<file path="src/rtl/usart_tx_bamse_fifo.sv">
// usart_tx_bamse_fifo: BAMSE bus write port feeding a 4-entry FIFO that is
// serialised as 8N1 UART frames. It raises a sticky interrupt once the
// buffer has drained and a sticky overflow flag when a write is dropped.
module usart_tx_bamse_fifo #(
  parameter logic [7:0]  ADDR  = 8'b0000_0001,
  parameter int unsigned DEPTH = 4
) (
  input  logic        clk,
  input  logic        rst,
  input  logic [11:0] clk_per_bit,
  input  logic [7:0]  port_in,
  input  logic [7:0]  address,
  input  logic        wen,
  output logic        tx,
  output logic        int_tx,
  output logic        full,
  output logic        tx_busy,
  output logic        ovf
);

  localparam logic [1:0] StIdle  = 2'd0;
  localparam logic [1:0] StStart = 2'd1;
  localparam logic [1:0] StData  = 2'd2;
  localparam logic [1:0] StStop  = 2'd3;

  localparam logic [2:0] FullCnt = 3'(DEPTH);

  logic [7:0]  mem_q [DEPTH];
  logic [1:0]  wptr_q, wptr_d;
  logic [1:0]  rptr_q, rptr_d;
  logic [2:0]  cnt_q, cnt_d;
  logic [1:0]  state_q, state_d;
  logic [11:0] baud_q, baud_d;
  logic [11:0] per_q, per_d;
  logic [2:0]  bit_q, bit_d;
  logic [7:0]  shift_q, shift_d;
  logic        int_q, int_d;
  logic        ovf_q, ovf_d;

  logic        wr_hit;
  logic        accept;
  logic        pop;
  logic        bit_end;
  logic        set_int;
  logic [11:0] per_eff;

  // Next-state logic for the transmitter FSM, FIFO pointers and sticky flags.
  always_comb begin
    wptr_d  = wptr_q;
    rptr_d  = rptr_q;
    cnt_d   = cnt_q;
    state_d = state_q;
    baud_d  = baud_q;
    per_d   = per_q;
    bit_d   = bit_q;
    shift_d = shift_q;
    int_d   = int_q;
    ovf_d   = ovf_q;
    pop     = 1'b0;
    set_int = 1'b0;

    wr_hit  = wen && (address == ADDR);
    // A rate of zero would never end a bit, so it is promoted to one cycle.
    per_eff = (clk_per_bit == 12'd0) ? 12'd1 : clk_per_bit;
    bit_end = (baud_q == per_q - 12'd1);

    case (state_q)
      StIdle: begin
        if (cnt_q != 3'd0) pop = 1'b1;
      end
      StStart: begin
        if (bit_end) begin
          baud_d  = 12'd0;
          bit_d   = 3'd0;
          state_d = StData;
        end else begin
          baud_d = baud_q + 12'd1;
        end
      end
      StData: begin
        if (bit_end) begin
          baud_d  = 12'd0;
          shift_d = {1'b0, shift_q[7:1]};
          bit_d   = bit_q + 3'd1;
          if (bit_q == 3'd7) state_d = StStop;
        end else begin
          baud_d = baud_q + 12'd1;
        end
      end
      StStop: begin
        if (bit_end) begin
          baud_d = 12'd0;
          // Chain straight into the next start bit when more data is queued.
          if (cnt_q != 3'd0) begin
            pop = 1'b1;
          end else begin
            state_d = StIdle;
            set_int = 1'b1;
          end
        end else begin
          baud_d = baud_q + 12'd1;
        end
      end
      default: state_d = StIdle;
    endcase

    // Loading a frame also latches the bit rate for its whole duration.
    if (pop) begin
      shift_d = mem_q[rptr_q];
      per_d   = per_eff;
      baud_d  = 12'd0;
      bit_d   = 3'd0;
      state_d = StStart;
      rptr_d  = rptr_q + 2'd1;
    end

    // A pop frees a slot in the same cycle, so a full FIFO can still take a write.
    accept = wr_hit && ((cnt_q != FullCnt) || pop);
    if (accept) wptr_d = wptr_q + 2'd1;

    case ({accept, pop})
      2'b10:   cnt_d = cnt_q + 3'd1;
      2'b01:   cnt_d = cnt_q - 3'd1;
      default: cnt_d = cnt_q;
    endcase

    if (wr_hit && !accept) ovf_d = 1'b1;

    // A write landing on the drain cycle wins over the interrupt set.
    if (accept)       int_d = 1'b0;
    else if (set_int) int_d = 1'b1;
  end

  // FIFO storage; validity is tracked by the count, so no reset is needed.
  always_ff @(posedge clk) begin
    if (accept) mem_q[wptr_q] <= port_in;
  end

  // Control state with synchronous active-low reset.
  always_ff @(posedge clk) begin
    if (!rst) begin
      wptr_q  <= 2'd0;
      rptr_q  <= 2'd0;
      cnt_q   <= 3'd0;
      state_q <= StIdle;
      baud_q  <= 12'd0;
      per_q   <= 12'd1;
      bit_q   <= 3'd0;
      shift_q <= 8'd0;
      int_q   <= 1'b0;
      ovf_q   <= 1'b0;
    end else begin
      wptr_q  <= wptr_d;
      rptr_q  <= rptr_d;
      cnt_q   <= cnt_d;
      state_q <= state_d;
      baud_q  <= baud_d;
      per_q   <= per_d;
      bit_q   <= bit_d;
      shift_q <= shift_d;
      int_q   <= int_d;
      ovf_q   <= ovf_d;
    end
  end

  // Line level and status decoded from registered state only.
  always_comb begin
    case (state_q)
      StStart: tx = 1'b0;
      StData:  tx = shift_q[0];
      default: tx = 1'b1;
    endcase
    tx_busy = (state_q != StIdle);
    full    = (cnt_q == FullCnt);
    int_tx  = int_q;
    ovf     = ovf_q;
  end

endmodule
</file>
<file path="config.mk">
export PLATFORM = sky130hd
export DESIGN_NAME = usart_tx_bamse_fifo
export DESIGN_NICKNAME = d
export VERILOG_FILES = /design/src/rtl/usart_tx_bamse_fifo.sv
export SDC_FILE = /design/constraint.sdc
export NUM_CORES = 1
export LEC_CHECK = 0
export BUFFER_PORTS_ARGS = -buffer_cell sky130_fd_sc_hd__buf_2
export CORE_MARGIN = 10
export CORE_UTILIZATION = 56
export CTS_BUF_LIST = sky130_fd_sc_hd__clkbuf_8
export DETAILED_ROUTE_END_ITERATION = 10
export PLACE_DENSITY = 0.9
export SYNTH_ARGS = -nofsm -noshare
export SYNTH_HDL_FRONTEND = slang
export SYNTH_SLANG_ARGS = --single-unit
</file>
<file path="constraint.sdc">
create_clock -name clk -period 3.11 [get_ports clk]
set_input_delay 0 -clock clk [delete_from_list [all_inputs] [get_ports clk]]
set_output_delay 0 -clock clk [all_outputs]
set_load 0.03 [all_outputs]
</file>
==> run metrics <==
r2r setup slk between 0.08 and 0.09 ns; CTS tree done; Post-synth EDFFs 32; Multi-input gate area 2092 um2; DR vias 3305; CP max stage delay 0.50 ns; largest net degree at the start of global routing 30; # port buffers 35; Tcrit/Tclk final 97.18%; Avg Synthesized Cell Area between 10 and 15 um2; Routed Antenna Nets 0; Max-cap violations 0; clk sinks 80; top-count cell post-synth dfxtp_1; most instantiated cells after synthesis dfxtp_1, nor2_1, edfxtp_1; DRC errors left 0; placed instance count ~530; initial detailed-routing violation count about 230; Fmax 330.9 MHz; P_leak ~1.9 nW; Routed WL between 10000 and 15000 um; Sequential Area roughly 1900 um2; worst slew pin tran approximately 0.53 ns; fin cells 569; WP data arrival around 3.3 ns; gr usage total about 18%; clk_skew about 0.014 ns; WP data required 3.34 ns; Slowest-stage cell, CP or4_4; slew margin rel. between 60% and 70%; VDD IR max approximately 0.00053 V; final core occ between 60% and 70%; Worst R2R Path Depth 11; Yosys warning total 0; switch share between 40% and 50%; r2r endpoint cnt_q[2]$_SDFFE_PN0P_; Die Y around 110 um; IO Pins 36; Slew Limit Fails 0; Skew-Pair Late Insertion Delay 0.37 ns; Final HPWL DP ~7200 um; CP Class reg2reg; Net Count, Synth 440; Initial DRT Pass Iterations 5; Mapped Area approximately 4100 um2; Yosys reg bits 80; FF-to-FF Start per_q[2]$_SDFFE_PN0P_; top post-synthesis cells by area dfxtp_1, edfxtp_1, mux4_2, ha_1, mux2i_1; Power Density around 800 nW/um2; internal power around 2.4 mW; Yosys cell types 63; CP Max Fanout 5; Synth-to-Final Area Change 21.97%; nets between 500 and 600; worst setup margin a little under 0.09 ns; Worst setup startpoint per_q[2]$_SDFFE_PN0P_; H-tree depth 3; gpl congestion roughly 0.92; first-pass GRT wire length 16690 um; full die area about 11000 um2; number of global-route vias before repair 3425; Clk network pwr share 20.1%; initial antenna violation count 0; CP Launch Type flop; crit path capture type flop; Min-Delay Path Class in2reg; Rows 31; Vias/cell 5.808; Critical Path Sink cnt_q[2]$_SDFFE_PN0P_; Sequential Power Share between 30% and 40%; minimum clock period a little over 3 ns; TritonCTS Buffers 9; fillers ~490; CORE AREA approximately 7200 um2; Ant. Diodes 0; layout cells sized above 1 between 20% and 30%; biggest area consumer among synthesized cells dfxtp_1; Clock Tree Buf Depth 2; worst-path cell chain or3_4 > or4_4 > a21oi_4 > buf_4 > o21bai_2 > o41ai_4 > nand3_2 > fa_2 > a211oi_2 > o21a_1 > nor3_1; Logic pwr share between 40 and 50%; pre-CTS setup slack around 0.03 ns; Gate Count Post-Synth between 300 and 400; status finished clean; Initial Utilization ~57%; Die W ~110 um; Final Power ~4.1 mW; Final Setup Violations 0; Worst-path clk slew about 0.090 ns; drt wl/cell 18.13 um; GR Overflow Total 0; Root Buffer Master clkbuf_8; Psw between 1.5 and 2 mW; ys async rst share 0%; final hold vios 0; Yosys top cell area share 23.47%; WHS between 0.15 and 0.2 ns; sequential element share of the synthesized area about 47%; main flop type after synthesis dfxtp_1
## power by group through the flow
stage	combinational [mW]	clock, mW	sequential [mW]
finish	1.90	0.826	1.38
global placement	1.69	0	1.36
global route	2.07	0.878	1.40
detailed placement	1.75	0	1.37
CTS	1.79	0.828	1.35
floorplan	1.28	0	1.31
## logic make-up (layout without fill, tap and decap cells)
| family | Yosys count | in the layout | synth area share, % |
|---|---|---|---|
| AOI/OAI and AO/OA | 64 | 64 | 11.52 |
| adders and majority gates | 15 | 15 | 4.768 |
| and+or+nand+nor | 150 | 150 | 19.53 |
| muxes | 25 | 25 | 8.741 |
| xor gates and xnor gates | 22 | 22 | 4.707 |
| buffers and inverters | 38 | 114 | 3.789 |
| DFF | 80 | 80 | 46.94 |
## placed cells by master (no fill, tap or decap), drive strengths merged, types with 5 or more instances in the layout
| cell | instances |
|---|---|
| a211oi | 8 |
| a21oi | 19 |
| a31oi | 7 |
| and2 | 6 |
| and3 | 5 |
| buf | 58 |
| clkbuf | 9 |
| dfxtp | 48 |
| dlygate4sd3 | 21 |
| edfxtp | 32 |
| ha | 14 |
| inv | 23 |
| mux2i | 14 |
| mux4 | 8 |
| nand2 | 30 |
| nand3 | 19 |
| nand4 | 9 |
| nor2 | 37 |
| nor2b | 6 |
| nor3 | 11 |
| nor4 | 6 |
| o211ai | 6 |
| xnor2 | 7 |
| xor2 | 15 |
## worst min-delay path by stage
stage / startpoint / end / depth (start not counted)
finish: address[5] / ovf$_SDFFE_PN0P_ / 5
global route: address[5] / ovf$_SDFFE_PN0P_ / 5
CTS: address[5] / ovf$_SDFFE_PN0P_ / 5
detailed placement: port_in[5] / mem_q[3][5]$_DFFE_PP_ / 1
global placement: port_in[0] / mem_q[2][0]$_DFFE_PP_ / 1
floorplan: port_in[0] / mem_q[0][0]$_DFFE_PP_ / 0
## state kept, by name, indices dropped and copies added, names as in the netlist, 3 cells and up, named ones only
register	cells
per_q	12
shift_q	8
cnt_q	3
baud_q	12
mem_q	32
bit_q	3
## per-stage QoR
step	setup TNS (ns)	instance area, um2
final	0	4994
after global routing	-0.02742	4994
after CTS	0	4917
after detailed placement	0	4493
after global placement	0	4493
after floorplan	-0.3138	4123
## repair_timing
action,4_1_cts,5_1_grt
buffers inserted,0,1
setup endpoints to repair,19,70
gates resized for setup,3,24
hold endpoints to repair,44,0
hold buffers,21,0
pin swaps,0,4
## worst max-delay path, delay by kind of cell, from the launching register on
family	cells	cell delay, ns
flip-flops	1	0.36
adder cells (fa/ha/maj)	1	0.37
AND/OR/NAND/NOR	4	1.07
AO/OA/AOI/OAI	5	0.99
buffers and inverters	1	0.13
## area by class of cell
cell class                 instances  area share [%]
clock buffer                       9           2.481
clock inverter                     7           1.729
inverter                          19           1.428
multi-input combinational        276           41.89
sequential                        80           38.74
tap                               99           2.481
timing repair buffer              79           11.25
## metal layers
metal	up-vias	GRT usage [%]	part of all wire [%]
li1	1582	-	-
met1	1578	20.01	40
met2	112	32.04	51
met3	33	4.933	4.5
met4	0	10.15	3.9
met5	-	0	0
No activity file was read; power rests on OpenSTA's default activity.
